**src/rtl/input_debouncer_pkg.sv**
```systemverilog
// Shared constants and helpers for the switch/button input debouncer.
package input_debouncer_pkg;

    localparam int unsigned DEBOUNCE_10MS_100MHZ = 1_000_000;

    // Counter width able to hold 0..cycles.
    function automatic int unsigned cnt_width(input int unsigned cycles);
        return $clog2(cycles + 1);
    endfunction

endpackage

```
**src/rtl/debounce_cell.sv**
```systemverilog
// One input: synchroniser, stability counter, debounced level and edge pulses.
module debounce_cell
    import input_debouncer_pkg::*;
#(
    parameter int unsigned DEBOUNCE_CYCLES = DEBOUNCE_10MS_100MHZ,
    parameter int unsigned SYNC_STAGES     = 2
) (
    input  logic clk,
    input  logic rst_n,
    input  logic raw,
    output logic level,
    output logic rise,
    output logic fall
);

    localparam int unsigned CW = cnt_width(DEBOUNCE_CYCLES);
    localparam logic [CW-1:0] CNT_LAST = CW'(DEBOUNCE_CYCLES - 1);

    logic [SYNC_STAGES-1:0] sync_q;
    logic [CW-1:0]          cnt_q;
    logic                   s;

    assign s = sync_q[SYNC_STAGES-1];

    // Counter only runs while the synchronised input disagrees with the held level.
    always_ff @(posedge clk or negedge rst_n) begin
        if (!rst_n) begin
            sync_q <= '0;
            cnt_q  <= '0;
            level  <= 1'b0;
            rise   <= 1'b0;
            fall   <= 1'b0;
        end else begin
            sync_q <= {sync_q[SYNC_STAGES-2:0], raw};
            rise   <= 1'b0;
            fall   <= 1'b0;
            if (s == level) begin
                cnt_q <= '0;
            end else if (cnt_q < CNT_LAST) begin
                cnt_q <= cnt_q + CW'(1);
            end else begin
                level <= s;
                cnt_q <= '0;
                rise  <= s;
                fall  <= ~s;
            end
        end
    end

endmodule

```
**src/rtl/input_debouncer.sv**
```systemverilog
// Synchronises and debounces the board slide switches and push button.
module input_debouncer
    import input_debouncer_pkg::*;
#(
    parameter int unsigned N_SWT           = 4,
    parameter int unsigned DEBOUNCE_CYCLES = DEBOUNCE_10MS_100MHZ,
    parameter int unsigned SYNC_STAGES     = 2
) (
    input  logic             clk,
    input  logic             rst_n,
    input  logic [N_SWT-1:0] swt_raw,
    input  logic             btn_raw,
    output logic [N_SWT-1:0] swt_db,
    output logic             btn_db,
    output logic             btn_press,
    output logic             btn_release
);

    // Cells 0..N_SWT-1 are switches; the last cell is the button.
    for (genvar i = 0; i < N_SWT + 1; i++) begin : g_cell
        if (i < N_SWT) begin : g_swt
            logic unused_rise;
            logic unused_fall;
            debounce_cell #(
                .DEBOUNCE_CYCLES(DEBOUNCE_CYCLES),
                .SYNC_STAGES    (SYNC_STAGES)
            ) u_cell (
                .clk  (clk),
                .rst_n(rst_n),
                .raw  (swt_raw[i]),
                .level(swt_db[i]),
                .rise (unused_rise),
                .fall (unused_fall)
            );
        end else begin : g_btn
            debounce_cell #(
                .DEBOUNCE_CYCLES(DEBOUNCE_CYCLES),
                .SYNC_STAGES    (SYNC_STAGES)
            ) u_cell (
                .clk  (clk),
                .rst_n(rst_n),
                .raw  (btn_raw),
                .level(btn_db),
                .rise (btn_press),
                .fall (btn_release)
            );
        end
    end

endmodule

```
**config.mk**
```make
export PLATFORM = sky130hd
export DESIGN_NAME = input_debouncer
export DESIGN_NICKNAME = d
export VERILOG_FILES = /design/src/rtl/input_debouncer_pkg.sv /design/src/rtl/debounce_cell.sv /design/src/rtl/input_debouncer.sv
export SDC_FILE = /design/constraint.sdc
export NUM_CORES = 1
export LEC_CHECK = 0
export BUFFER_PORTS_ARGS = -buffer_cell sky130_fd_sc_hd__buf_4
export CORE_UTILIZATION = 50
export CTS_CLUSTER_DIAMETER = 120
export CTS_CLUSTER_SIZE = 30
export DETAILED_ROUTE_END_ITERATION = 8
export GPL_TIMING_DRIVEN = 0
export PLACE_DENSITY = 0.66
export SLEW_MARGIN = 10
export SYNTH_ARGS = -nofsm -noshare
export SYNTH_HDL_FRONTEND = slang
export SYNTH_SLANG_ARGS = --single-unit
```
**constraint.sdc**
```tcl
create_clock -name clk -period 2.45 [get_ports clk]
set_input_delay 0.245 -clock clk [delete_from_list [all_inputs] [get_ports clk]]
set_output_delay 0.245 -clock clk [all_outputs]
set_load 0.02 [all_outputs]
```
; ---- Word-level counts from Yosys, hierarchy flattened
; Cells that the tools add are included.
[totals]
n_memories = 0
mem_bits_ro = 0
latch_bits = 0
reg_bits = 117
ram_bits = 0
input_bits = 7
[op_classes]
add_sub_neg = 5
n_shift = 0
magnitude_cmp = 5
bitwise_logic = 11
mux = 14
n_eq_ne = 5
n_reduce_logical = 5
n_div = 0
n_mul = 0
[ops]
columns = operator, count
row1 = 20-bit two-way mux, 10
row2 = 20-bit by 1-bit adder with 20-bit output (second input constant), 5
row3 = 20-bit less-than comparator (second input constant), 5
row4 = 1-bit NOT, 11
row5 = 2-bit AND reduction, 5
row6 = 1-bit equality test, 5
row7 = 1-bit two-way mux, 4

; ---- Logic depth before layout (Yosys ltp)
; Gate-level depths: netlist of the first run.
[depth]
ltp_word = 3
depth_mapped = 7
depth_no_buf = 6

; ---- Cells and area by module
; From an unflattened synthesis of the first run, not the netlist that was laid out.
[unflattened]
hier_cells = 640
hier_area_um2 = 6725.2
[by_module_without_submodules]
columns = module, area_each_um2, cells_per_inst, seq_area_each_um2, instances
row1 = debounce_cell, 1345.0, 128, 625.6, 5

; ---- Least setup slack after synthesis of the first run
; Ideal clock, no wire load.
[synth_timing]
kind = register to register
start = reg g_cell[3].g_swt.u_cell.cnt_q[0]
end = reg g_cell[3].g_swt.u_cell.cnt_q[11]
stages_incl_launch_ff = 8
path_buffers = 1
t_required_ns = 2.331
setup_time_ns = 0.119
arrival_time_ns = 1.604
slack_ns = 0.728
cell_sequence = dfrtp_1 -> ha_1 -> nand4_1 -> o211ai_1 -> a211oi_2 -> o21ai_2 -> buf_4 -> nor2_1
[synth_between]
elab_chain_len = 3
word_cells_on_any_way = 4
classes_between = add/sub: 1 / order compare: 1 / mux: 2
[synth_lines]
columns = element, line_no
row1 = start: declaration, debounce_cell.sv:20  ; logic [CW-1:0] cnt_q;
row2 = start signal: assignment, debounce_cell.sv:40  ; cnt_q <= cnt_q + CW'(1);
row3 = 20-bit by 1-bit adder with 20-bit output / 20-bit less-than comparator (equally long branches), "debounce_cell.sv:40, debounce_cell.sv:39"
row4 = 20-bit two-way mux (*), debounce_cell.sv:39  ; end else if (cnt_q < CNT_LAST) begin
row5 = 20-bit two-way mux (*), debounce_cell.sv:37  ; if (s == level) begin
; Mark *: on every way between the ends. The rest lies on a longest branch, timed or not.
; A chain may end at the register's enable or synchronous reset.

; ---- Final worst setup path of the first run
[layout_timing]
start = reg g_cell[3].g_swt.u_cell.cnt_q[0]
end = reg g_cell[3].g_swt.u_cell.cnt_q[15]
; The elaborated chain is that of the path after synthesis.

==> results, run 1 <==
- The flow ran to the end, and the final reports show no timing, DRC or antenna violations.
- The mean post-synth cell area is 10.1 um^2.
- The area inside the core boundary is 0.0108 mm^2.
- The number of buffers added by the clock tree synthesis step is 17.
- Of the synthesized area, sequential elements account for 52.7%.
- The final core utilization is 60.0%.
- The switching power total is 1.05 mW.
- The leakage power total is 2.83 nW.
- The detail route stage leaves a number of antenna-violating nets equal to 0.
- Measured along the y axis, the die boundary spans 107 um.
- The number of antenna violations at the first check in global routing is 0.
- The shortest period the worst path allows is 2.08 ns.
- The tree is rooted in a sky130_fd_sc_hd__clkbuf_8.
- Port buffering added 13 buffers.
- The switching fraction of total power is 23.1%.
- In the final timing run, aggregate negative setup slack is 0 ns.
- The count of max-cap constraint violations is 0.
- STA classifies the critical path startpoint as a register.
- The kind of capture point of the worst setup path is a register.
- Dividing the detail-routed wire length by the instance count gives 13.2 um.
- The final layout contains 600 nets.
- The all-layer global routing usage is 19.4%.
- The clock-pin slew reported for the worst setup and hold paths after clock tree synthesis is 0.06 ns.
- The congestion estimate from routability-driven global placement came to 0.809.
- The floorplan step set the die width to 107 um.
- The first global-routing pass estimated 17.4 mm of wire.
- The count of cells in the finished layout, fillers not included, comes to 741.
- Synthesis produced a netlist with a net count of 561.
- The worst hold-check slack is 0.186 ns.
- The die footprint is 0.0115 mm^2.
- The arrival time at the worst endpoint is 2.48 ns.
- Once routing completed, OpenROAD measured the worst setup slack at 0.373 ns.
- 0 antenna diodes ended up in the layout.
- The final-report hold violation count is 0.
- The number of placed instances with taps included is 703.
- The via count of the first global-routing pass is 3,919.
- The routed via count divided by cell count is 5.31.
- Detailed routing inserted a total of 3,935 vias.
- The clock network burns 53.1% of the power.
- In this run the deepest clock path goes through 2 buffers.
- The global-route track usage on met3 is 5.99%.
- The cell area after synthesis is 0.00556 mm^2.
- Prior to clock tree synthesis, the placed netlist has a worst setup slack of 0.338 ns.
- The synthesized design contains 0 enable-type register cells.
- The depth of the CTS H-tree is 4.
- Setup repair after global routing left no endpoint under its margin.
- The number of top-level pins is 14.
- At the pin with the least slew margin, the transition time is 0.738 ns.
- The highest-utilization routing layer at the global route stage is met2.
- Derived from the worst setup path, the maximum achievable clock frequency is 0.482 GHz.
- Synthesis produced 549 cells.
- For this design, the sink count on the clock tree is 117.
- Counting flops and latches in the post-synthesis netlist gives 117.
- The biggest fanout along the worst timing path is 10.
- Power spread over the standard cell area amounts to 695 mW/mm^2.
- Across the VDD grid, the largest voltage drop is 624 uV.
- The share of cells above drive strength 1 is 13.3%.
- The detailed-route DRC error count is 0.
- In this run, flip-flops and latches consume 44.0% of the power.
- Dividing the final minimum period by the clock period gives 84.8%.
- The HPWL after detailed placement is 6.51 mm.
- Clock skew on the completed layout was measured at 0.00829 ns.
- The detailed router's first-iteration violation count is 194.
- The final setup violation count is 0.
- The starting density of the core is 51.3%.
- Yosys printed 0 warnings.
- The class of the most critical hold timing path is primary input to asynchronous set/reset pin.
- The clock insertion delay at the later pin of the skew report is 0.51 ns.
- The floorplan has 38 rows.
- The final-report max-slew violation count came to 0.
- Before antenna repair, the detailed router went through 4 iterations.
- The maximum number of pins on one net before global-route repair is 82.
- The global-route met1 utilization is 24.5%.
- The proportion of synthesized flip-flops having asynchronous set or reset is 100%.
- The data required time of the critical path is 2.85 ns.
- Of the total power, combinational logic draws 2.9%.
- After clock tree synthesis, the repair step resized 0 gates.
- The primary flip-flop cell chosen by synthesis mapping is sky130_fd_sc_hd__dfrtp_1.
- The category of the most critical setup path is register to register.
- The internal power contribution is 3.48 mW.
- The total overflow left after global routing is 0.
- For this run, global-route usage on met2 was measured as 30.8%.
- The routed wire length is 9.75 mm.
- In this run the tightest slew margin relative to its limit is 50.4%.
- The area growth from synthesis to layout is 17.1%.
- The CTS tree is done.
- Counting distinct cell types in the post-synthesis netlist gives 49.
[power by group through the flow]
stage | Sequential (mW) | Clock (mW) | Combinational (mW)
floorplan | 2.02 | 0 | 0.0609
global placement | 2.02 | 0 | 0.121
detailed placement | 2.02 | 0 | 0.130
CTS | 1.99 | 2.46 | 0.138
global route | 1.99 | 2.56 | 0.155
finish | 1.99 | 2.40 | 0.132
[placed cells by master (no fill, tap or decap), types with 3 or more instances in the layout]
master                          instances
sky130_fd_sc_hd__inv_1                 12
sky130_fd_sc_hd__clkbuf_16             16
sky130_fd_sc_hd__or3_1                  4
sky130_fd_sc_hd__ha_1                   5
sky130_fd_sc_hd__dfrtp_1              117
sky130_fd_sc_hd__inv_6                  5
sky130_fd_sc_hd__nor4_2                 3
sky130_fd_sc_hd__dlygate4sd3_1          6
sky130_fd_sc_hd__o31ai_1                4
sky130_fd_sc_hd__and4_1                 5
sky130_fd_sc_hd__nor2_1               124
sky130_fd_sc_hd__nand2_1               37
sky130_fd_sc_hd__nand4_1               22
sky130_fd_sc_hd__o211ai_1               5
sky130_fd_sc_hd__xor2_1                53
sky130_fd_sc_hd__nor3_1                10
sky130_fd_sc_hd__mux2_2                 4
sky130_fd_sc_hd__and3_1                13
sky130_fd_sc_hd__buf_6                  3
sky130_fd_sc_hd__clkinv_4               7
sky130_fd_sc_hd__o21ai_0                5
sky130_fd_sc_hd__xnor2_1               36
sky130_fd_sc_hd__buf_2                  3
sky130_fd_sc_hd__buf_4                 18
sky130_fd_sc_hd__nand3_1               39
[Yosys cell counts, drive strengths merged (3+ instances only)]
master,count,area share [%]
nor2,125,8.5
dfrtp,117,53
xor2,53,8.4
nand2,39,2.7
nand3,39,3.5
xnor2,36,5.7
nand4,23,2.9
and3,13,1.5
inv,12,0.81
nor3,12,1.3
buf,11,1.5
o21ai,9,1.1
and4,5,0.79
ha,5,1.1
mux2,5,1.0
nor4,5,0.90
o211ai,5,0.68
o31ai,4,0.54
or3,4,0.45
a21boi,3,0.41
nor4b,3,0.59
[final timing paths]
path,to,startpoint,slack (ns),depth (start not counted)
worst max-delay path,g_cell[3].g_swt.u_cell.cnt_q[15]$_DFF_PN0_,g_cell[3].g_swt.u_cell.cnt_q[0]$_DFF_PN0_,0.37,7
worst min-delay path,g_cell[2].g_swt.u_cell.cnt_q[18]$_DFF_PN0_,rst_n,0.19,2
worst max register to register,g_cell[3].g_swt.u_cell.cnt_q[15]$_DFF_PN0_,g_cell[3].g_swt.u_cell.cnt_q[0]$_DFF_PN0_,0.37,7
worst min register to register,g_cell[1].g_swt.u_cell.sync_q[1]$_DFF_PN0_,g_cell[1].g_swt.u_cell.sync_q[0]$_DFF_PN0_,0.35,0
max in group asynchronous,g_cell[0].g_swt.u_cell.cnt_q[1]$_DFF_PN0_,rst_n,1.57,3
min in group clk,g_cell[1].g_swt.u_cell.sync_q[1]$_DFF_PN0_,g_cell[1].g_swt.u_cell.sync_q[0]$_DFF_PN0_,0.35,0
[final cells by class]
type,instances,area [um^2]
fillers,922,4330
flip-flops and latches,117,2930
multi-input cells,408,2500
clock buffers,17,414
repair buffers,20,189
well taps,140,175
clock inverters,15,170
plain buffers,12,86.3
inverters,12,45.0
[repair_timing]
action                    in CTS  in global routing
buffers inserted               0                  0
hold buffers                   6                  0
hold endpoints to repair      41                  0
[metrics by stage]
| step | area [um^2] | power (mW) |
|---|---|---|
| after floorplan | 5560 | 2.08 |
| after global placement | 5830 | 2.14 |
| after detailed placement | 5860 | 2.15 |
| after CTS | 6510 | 4.59 |
| after global routing | 6510 | 4.71 |
| final | 6510 | 4.52 |
[critical path, cell delays in order, from the launching register on]
cell and delay [ns]:
sky130_fd_sc_hd__dfrtp_1 0.38, sky130_fd_sc_hd__ha_1 0.22, sky130_fd_sc_hd__nand4_1 0.21, sky130_fd_sc_hd__o211ai_1 0.29, sky130_fd_sc_hd__a211oi_2 0.14, sky130_fd_sc_hd__o21ai_2 0.39
sky130_fd_sc_hd__buf_4 0.26, sky130_fd_sc_hd__nor2_1 0.07
[routing by layer]
metal / vias up / wire [um]
met2: 51 / 4620
met1: 1925 / 4650
met5: - / 0
met3: 19 / 303
met4: 0 / 181
li1: 1940 / -
[registers in the layout, indices dropped and copies added, names as in the netlist]
signal and flops:
g_cell.g_btn.u_cell.cnt_q 20, g_cell.g_btn.u_cell.fall 1, g_cell.g_btn.u_cell.sync_q 2, g_cell.g_btn.u_cell.level 1, g_cell.g_swt.u_cell.level 4, g_cell.g_swt.u_cell.cnt_q 80, g_cell.g_btn.u_cell.rise 1, g_cell.g_swt.u_cell.sync_q 8
[cells by family after synthesis]
kind of cell             after synthesis  share of synthesized area, %
adder cells (fa/ha/maj)                5                          1.13
XOR/XNOR                              89                          14.0
buffers and inverters                 24                          2.36
AND/OR/NAND/NOR                      277                          24.2
multiplexers                           5                          1.01
flip-flops                           117                          52.7
AO/OA/AOI/OAI                         32                          4.55
(Power assumes the default switching activity.)
==> run 2, diff against run 1 <==
--- a/config.mk
+++ b/config.mk
@@ -11,7 +11,7 @@
 export CTS_CLUSTER_SIZE = 30
 export DETAILED_ROUTE_END_ITERATION = 8
 export GPL_TIMING_DRIVEN = 0
-export PLACE_DENSITY = 0.66
+export PLACE_DENSITY = 0.69
 export SLEW_MARGIN = 10
 export SYNTH_ARGS = -nofsm -noshare
 export SYNTH_HDL_FRONTEND = slang
==> constraint.sdc (replaced) <==
create_clock -name clk -period 1.9 [get_ports clk]
set_input_delay 0.19 -clock clk [delete_from_list [all_inputs] [get_ports clk]]
set_output_delay 0.19 -clock clk [all_outputs]
set_load 0.02 [all_outputs]
==> run 2 against run 1 <==
Effect of this change: combinational power up 44%; first-iteration DRC count up 4.1%; critical path depth rose by 1; register-to-register slack worse by 0.28 ns; clock-buffer cell count grew 5; fmax rose by 15%; wire length shrank 0.57%; power is 23% higher; cell area increased by 1.5%; via count increased by 0.56%; critical endpoint is now g_cell[0].g_swt.u_cell.cnt_q[10]$_DFF_PN0_; largest power group unchanged.
==> results, run 2 (same netlist as run 1, synthesis figures left out) <==
- The class of the most critical hold timing path is primary input to asynchronous set/reset pin (unchanged).
- The reg-to-reg critical path startpoint was g_cell[0].g_swt.u_cell.cnt_q[0]$_DFF_PN0_ (was g_cell[3].g_swt.u_cell.cnt_q[0]$_DFF_PN0_).
- The fraction of the cycle the final worst path needs is 95.3% (was 84.8%).
- The leakage power total is 2.88 nW (was 2.83 nW).
- The shortest period the worst path allows is 1.81 ns (was 2.08 ns).
- The startpoint of the most critical setup path is g_cell[0].g_swt.u_cell.cnt_q[0]$_DFF_PN0_ (was g_cell[3].g_swt.u_cell.cnt_q[0]$_DFF_PN0_).
- The most common cell after layout, fill and taps aside is sky130_fd_sc_hd__nor2_1 (unchanged).
- The power density over the cells came to 843 mW/mm^2 (was 695 mW/mm^2).
- The maximum buffer depth of the clock tree is 2 (unchanged).
- The final setup violation count is 0 (unchanged).
- The starting density of the core is 51.3% (unchanged).
- The clock-pin slew reported for the worst setup and hold paths after clock tree synthesis is 0.05 ns (was 0.06 ns).
- The antenna violation net count after detailed routing was 0 (unchanged).
- The timing-limited maximum frequency is 0.552 GHz (was 0.482 GHz).
- The number of placed instances with taps included is 703 (unchanged).
- The final-report hold violation count is 0 (unchanged).
- The global-route track usage on met3 is 5.63% (was 5.99%).
- The routed wire length is 9.70 mm (was 9.75 mm).
- The met2 capacity usage during global routing was 29.4% (was 30.8%).
- The detailed router's first-iteration violation count is 202 (was 194).
- The area inside the core boundary is 0.0108 mm^2 (unchanged).
- The final estimated routing congestion in global placement is 0.762 (was 0.809).
- Biggest regs: g_cell.g_swt.u_cell.cnt_q x80, g_cell.g_btn.u_cell.cnt_q x20, g_cell.g_swt.u_cell.sync_q x8 (unchanged).
- The number of placement rows came to 38 (unchanged).
- The part of the power in registers is 46.1% (was 44.0%).
- The final cell count without fillers is 746 (was 741).
- The root buffer cell was sky130_fd_sc_hd__clkbuf_8 (unchanged).
- The peak supply drop is 587 uV (was 624 uV).
- The maximum clock skew at final layout is 0.00636 ns (was 0.00829 ns).
- The final net count is 609 (was 600).
- The switching power total is 1.17 mW (was 1.05 mW).
- The total iterations of the first detailed-routing run is 4 (unchanged).
- The slack of the critical path is 0.0893 ns (was 0.373 ns).
- The routed via count divided by cell count was 5.30 (was 5.31).
- The final-report max-slew violation count came to 0 (unchanged).
- The share of cells above drive strength 1 is 15.2% (was 13.3%).
- The via total after detailed routing was 3,957 (was 3,935).
- The clock sink count is 117 (unchanged).
- The CTS tree was done (unchanged).
- The final routed wire length divided by cell count is 13.0 um (was 13.2 um).
- The all-layer global routing usage is 19.1% (was 19.4%).
- The sort of element at the start of the critical path is a register (unchanged).
- The portion of total power attributed to combinational logic came to 3.4% (was 2.9%).
- The maximum number of pins on one net before global-route repair was 64 (was 82).
- The detailed-route DRC error count was 0 (unchanged).
- Outcome: completed (unchanged).
- Most used cells in the layout excluding fill and tap cells: 124 x sky130_fd_sc_hd__nor2_1, 117 x sky130_fd_sc_hd__dfrtp_1, 53 x sky130_fd_sc_hd__xor2_1 (unchanged).
- The kind of capture point of the worst setup path is a register (unchanged).
- The post-place setup slack is -0.207 ns (was 0.338 ns).
- The data required time of the critical path is 2.31 ns (was 2.85 ns).
- The category of the most critical setup path is register to register (unchanged).
- The quantity of I/O buffers inserted on ports is 13 (unchanged).
- The overflow left after global routing is 0 (unchanged).
- The via count of the first global-routing pass is 3,809 (was 3,919).
- The depth of the CTS H-tree is 4 (unchanged).
- The register containing the most flip-flops in the final layout is g_cell.g_swt.u_cell.cnt_q (unchanged).
- The headroom to the max-slew limit came to 58.7% (was 50.4%).
- The worst hold-check slack is 0.193 ns (was 0.186 ns).
- The global-route met1 utilization is 24.9% (was 24.5%).
- The die footprint is 0.0115 mm^2 (unchanged).
- The share of total power in the clock network came to 50.5% (was 53.1%).
- RSZ-0062 raised after global routing: true (was false).
- The transition time at the pin with the least slew margin was 0.614 ns (was 0.738 ns).
- The internal power contribution is 4.40 mW (was 3.48 mW).
- The number of top-level pins was 14 (unchanged).
- The flip-flop count of the largest register, all copies and words added is 80 (unchanged).
- The biggest fanout along the worst timing path came to 10 (unchanged).
- The y dimension of the die was 107 um (unchanged).
- The number of inserted diodes was 0 (unchanged).
- The area growth from synthesis to layout is 18.8% (was 17.1%).
- The number of buffers added by the clock tree synthesis step was 17 (unchanged).
- The horizontal extent of the die was 107 um (unchanged).
- The count of max-cap constraint violations is 0 (unchanged).
- The highest-utilization routing layer at the global route stage is met2 (unchanged).
- The arrival time at the worst endpoint is 2.22 ns (was 2.48 ns).
- The wire length of the first global-routing pass was 17.1 mm (was 17.4 mm).
- The number of antenna violations at the first check in global routing is 0 (unchanged).
- The switching fraction of total power is 21.0% (was 23.1%).
- The clock insertion delay at the later pin of the skew report is 0.52 ns (was 0.51 ns).
- The HPWL after detailed placement is 6.17 mm (was 6.51 mm).
run 2: changes by cell type in the layout (fill, tap and decap cells not counted), sizes merged:
| cell | change |
|---|---|
| clkbuf | +5 |
| bufinv | -1 |
| clkinv | -3 |
| inv | -5 |
| buf | +9 |
run 2: critical path: stages, from the launching register on:
cell	delay, ns
sky130_fd_sc_hd__dfrtp_1	0.42
sky130_fd_sc_hd__ha_2	0.24
sky130_fd_sc_hd__inv_1	0.06
sky130_fd_sc_hd__o21ai_1	0.22
sky130_fd_sc_hd__a311oi_2	0.13
sky130_fd_sc_hd__buf_4	0.17
sky130_fd_sc_hd__o21ai_4	0.22
sky130_fd_sc_hd__buf_6	0.17
sky130_fd_sc_hd__nor2_1	0.06
run 2: worst paths after layout:
check / endpoint / slack, ns / depth (start not counted)
worst max-delay path: g_cell[0].g_swt.u_cell.cnt_q[10]$_DFF_PN0_ / 0.09 / 8
max in group asynchronous: g_cell[1].g_swt.u_cell.cnt_q[11]$_DFF_PN0_ / 1.04 / 3
worst min-delay path: g_cell[2].g_swt.u_cell.cnt_q[17]$_DFF_PN0_ / 0.19 / 2
worst min register to register: g_cell[0].g_swt.u_cell.sync_q[1]$_DFF_PN0_ / 0.35 / 0
worst max register to register: g_cell[0].g_swt.u_cell.cnt_q[10]$_DFF_PN0_ / 0.09 / 8
min in group clk: g_cell[3].g_swt.u_cell.sync_q[0]$_DFF_PN0_ / 0.32 / 2
run 2: layer usage:
layer  wire length [um]  share of wire [%]  up-vias
met5                  0                  0        -
met4                168                1.7        0
met3                251                2.6       26
met2               4550                 47       44
met1               4730                 49     1933
li1                   -                  -     1954
run 2: power by group through the flow:
stage	clock (mW)	sequential [mW]	combinational, mW
6_report	2.81	2.57	0.190
5_1_grt	3.00	2.57	0.218
4_1_cts	2.89	2.57	0.182
3_5_place_dp	0	2.61	0.165
3_3_place_gp	0	2.61	0.154
2_1_floorplan	0	2.60	0.0785
run 2: area by class of cell:
cell class              instances  area (um^2)
plain buffers                  11         81.3
clock buffers                  22          463
clock inverters                 6         55.1
fillers                       886         4240
inverters                      12         45.0
multi-input cells             408         2580
flip-flops and latches        117         2930
well taps                     140          175
repair buffers                 30          277
run 2: through the flow:
stage | power [mW] | utilization [%] | cell area (um^2) | setup TNS (ns)
after floorplan | 2.68 | - | 5560 | 0
after global placement | 2.76 | 53.8 | 5830 | -2.59
after detailed placement | 2.77 | 54.1 | 5860 | -3.33
after CTS | 5.63 | 59.7 | 6470 | 0
after global routing | 5.79 | 60.9 | 6600 | -0.207
final | 5.57 | 60.9 | 6600 | 0
run 2: timing repair:
item,in CTS,in global routing
gates resized for setup,3,12
hold buffers,6,0
hold endpoints to repair,59,0
cloned,0,0
setup endpoints to repair,32,73
pin swaps,2,9
setup buffers,2,9
==> run 3, diff against run 2 <==
--- a/config.mk
+++ b/config.mk
@@ -12,6 +12,7 @@
 export DETAILED_ROUTE_END_ITERATION = 8
 export GPL_TIMING_DRIVEN = 0
 export PLACE_DENSITY = 0.69
+export REMOVE_ABC_BUFFERS = 1
 export SLEW_MARGIN = 10
 export SYNTH_ARGS = -nofsm -noshare
 export SYNTH_HDL_FRONTEND = slang
==> run 3 against run 2 <==
Effect of this change: critical path depth shrank 4; setup slack lost 0.026 ns; cell area about the same; combinational power about the same; sequential share of layout area is essentially flat; global-route usage is 0.45 points higher; utilization increased by 0.058 points; die area stayed put; first-iteration DRC count is 13% lower; highest routed layer unchanged.
==> results, run 3 (same netlist as run 1, synthesis figures left out) <==
- The horizontal extent of the die was 107 um (unchanged).
- The kind of capture point of the worst setup path is a register (unchanged).
- The routed wire length is 9.85 mm (was 9.70 mm).
- The die footprint is 0.0115 mm^2 (unchanged).
- The register containing the most flip-flops in the final layout is g_cell.g_swt.u_cell.cnt_q (unchanged).
- The detailed router's first-iteration violation count is 175 (was 202).
- The clock insertion delay at the later pin of the skew report is 0.52 ns (about the same).
- The post-place setup slack was -0.248 ns (was -0.207 ns).
- The arrival time at the worst endpoint is 2.23 ns (was 2.22 ns).
- The routed via count divided by cell count is 5.27 (was 5.30).
- The area inside the core boundary is 0.0108 mm^2 (unchanged).
- The clock-pin slew reported for the worst setup and hold paths after clock tree synthesis is 0.06 ns (was 0.05 ns).
- The HPWL after detailed placement came to 6.32 mm (was 6.17 mm).
- The number of placement rows was 38 (unchanged).
- The number of inserted diodes came to 0 (unchanged).
- The final estimated routing congestion in global placement came to 0.777 (was 0.762).
- The overflow left after global routing is 0 (unchanged).
- The starting density of the core is 51.3% (unchanged).
- The data required time of the critical path came to 2.29 ns (was 2.31 ns).
- The maximum buffer depth of the clock tree is 2 (unchanged).
- The quantity of I/O buffers inserted on ports is 13 (unchanged).
- The timing-limited maximum frequency is 0.544 GHz (was 0.552 GHz).
- The clock sink count is 117 (unchanged).
- The biggest fanout along the worst timing path is 3 (was 10).
- The total iterations of the first detailed-routing run is 4 (unchanged).
- The all-layer global routing usage was 19.5% (was 19.1%).
- The shortest period the worst path allows was 1.84 ns (was 1.81 ns).
- The root buffer cell is sky130_fd_sc_hd__clkbuf_8 (unchanged).
- The antenna violation net count after detailed routing is 0 (unchanged).
- The share of cells above drive strength 1 is 13.9% (was 15.2%).
- The fraction of the cycle the final worst path needs is 96.7% (was 95.3%).
- The transition time at the pin with the least slew margin came to 0.533 ns (was 0.614 ns).
- The via count of the first global-routing pass is 3,769 (was 3,809).
- The most common cell after layout, fill and taps aside was sky130_fd_sc_hd__nor2_1 (unchanged).
- Outcome: completed (unchanged).
- The number of top-level pins is 14 (unchanged).
- The number of antenna violations at the first check in global routing came to 0 (unchanged).
- The slack of the critical path came to 0.0631 ns (was 0.0893 ns).
- The flip-flop count of the largest register, all copies and words added came to 80 (unchanged).
- The maximum number of pins on one net before global-route repair came to 63 (was 64).
- The maximum clock skew at final layout was 0.00764 ns (was 0.00636 ns).
- The worst hold-check slack is 0.203 ns (was 0.193 ns).
- The class of the most critical hold timing path is primary input to asynchronous set/reset pin (unchanged).
- The headroom to the max-slew limit is 64.5% (was 58.7%).
- The category of the most critical setup path was register to register (unchanged).
- The count of max-cap constraint violations came to 0 (unchanged).
- The final setup violation count is 0 (unchanged).
- The wire length of the first global-routing pass is 17.4 mm (was 17.1 mm).
- The final-report max-slew violation count is 0 (unchanged).
- The final-report hold violation count is 0 (unchanged).
- The power density over the cells is 897 mW/mm^2 (was 843 mW/mm^2).
- Most used cells in the layout excluding fill and tap cells: 123 x sky130_fd_sc_hd__nor2_1, 117 x sky130_fd_sc_hd__dfrtp_1, 53 x sky130_fd_sc_hd__xor2_1 (was 124 x sky130_fd_sc_hd__nor2_1, 117 x sky130_fd_sc_hd__dfrtp_1, 53 x sky130_fd_sc_hd__xor2_1).
- The final net count is 597 (was 609).
- The CTS tree is done (unchanged).
- The number of buffers added by the clock tree synthesis step is 17 (unchanged).
- The via total after detailed routing is 3,889 (was 3,957).
- The sort of element at the start of the critical path is a register (unchanged).
- The area growth from synthesis to layout is 18.9% (was 18.8%).
- The final routed wire length divided by cell count is 13.3 um (was 13.0 um).
- The peak supply drop is 1080 uV (was 587 uV).
- The leakage power total is 2.86 nW (was 2.88 nW).
- Biggest regs: g_cell.g_swt.u_cell.cnt_q x80, g_cell.g_btn.u_cell.cnt_q x20, g_cell.g_swt.u_cell.sync_q x8 (unchanged).
- The detailed-route DRC error count is 0 (unchanged).
- The y dimension of the die was 107 um (unchanged).
- The depth of the CTS H-tree is 4 (unchanged).
## run 3: cell count changes in the layout (fill, tap and decap cells not counted), moves of 2 or more
cell,change
sky130_fd_sc_hd__clkinvlp_4,+2
sky130_fd_sc_hd__buf_2,-2
sky130_fd_sc_hd__ha_2,-2
sky130_fd_sc_hd__bufinv_16,+2
sky130_fd_sc_hd__buf_12,+2
sky130_fd_sc_hd__buf_6,-2
sky130_fd_sc_hd__buf_4,-9
## run 3: report_power, final
group	switching [mW]	internal [mW]	leakage, nW
clock	1.07	2.09	0.288
combinational	0.116	0.0762	0.968
sequential	0.0379	2.53	1.60
## run 3: cell type report
type | count | area [um^2]
clock buffer | 23 | 467
clock inverter | 9 | 125
fill | 899 | 4230
inverter | 12 | 45.0
multi-input combinational | 408 | 2570
sequential | 117 | 2930
tap | 140 | 175
timing repair buffer | 29 | 294
## run 3: path summary, 6_finish.rpt
path	slack (ns)	cells after the start	startpoint	endpoint
hold reg to reg	0.35	0	g_cell[0].g_swt.u_cell.sync_q[0]$_DFF_PN0_	g_cell[0].g_swt.u_cell.sync_q[1]$_DFF_PN0_
setup / recovery	0.06	4	g_cell[0].g_swt.u_cell.cnt_q[13]$_DFF_PN0_	g_cell[0].g_swt.u_cell.level$_DFFE_PN0P_
setup reg to reg	0.06	4	g_cell[0].g_swt.u_cell.cnt_q[13]$_DFF_PN0_	g_cell[0].g_swt.u_cell.level$_DFFE_PN0P_
min in group clk	0.33	2	swt_raw[1]	g_cell[1].g_swt.u_cell.sync_q[0]$_DFF_PN0_
max in group asynchronous	1.02	3	rst_n	g_cell[3].g_swt.u_cell.cnt_q[12]$_DFF_PN0_
hold / removal	0.20	2	rst_n	g_cell[1].g_swt.u_cell.cnt_q[17]$_DFF_PN0_
## run 3: per-layer routing
layer / share of wire, % / vias up / global-route usage (%)
met2: 48 / 37 / 30.3
li1: - / 1931 / -
met4: 1.1 / 0 / 6.75
met5: 0 / - / 0
met3: 2.8 / 9 / 7.08
met1: 48 / 1912 / 25.2
## run 3: metrics by stage
step / utilization, % / power (mW) / area, um^2 / TNS [ns] / std cells
4_1_cts: 59.9 / 5.99 / 6490 / 0 / 732
3_5_place_dp: 53.3 / 2.77 / 5780 / -8.15 / 691
2_1_floorplan: - / 2.67 / 5470 / 0 / 537
6_report: 61.0 / 5.93 / 6610 / 0 / 738
5_1_grt: 61.0 / 6.17 / 6610 / -0.00863 / 738
3_3_place_gp: 53.0 / 2.75 / 5740 / -6.76 / 690
## run 3: critical path, cell delays in order (launching register included)
cell,delay (ns)
sky130_fd_sc_hd__dfrtp_1,0.42
sky130_fd_sc_hd__o41a_1,0.43
sky130_fd_sc_hd__a311oi_2,0.43
sky130_fd_sc_hd__nor2_1,0.11
sky130_fd_sc_hd__mux2_1,0.33
## run 3: timing repair
| action | CTS | global route |
|---|---|---|
| resized for setup | 2 | 12 |
| setup buffers | 3 | 6 |
| endpoints found under the setup margin | 38 | 82 |
| pin swaps | 2 | 6 |
| gates cloned | 0 | 0 |
| hold endpoints to repair | 60 | 0 |
| hold buffers | 6 | 0 |
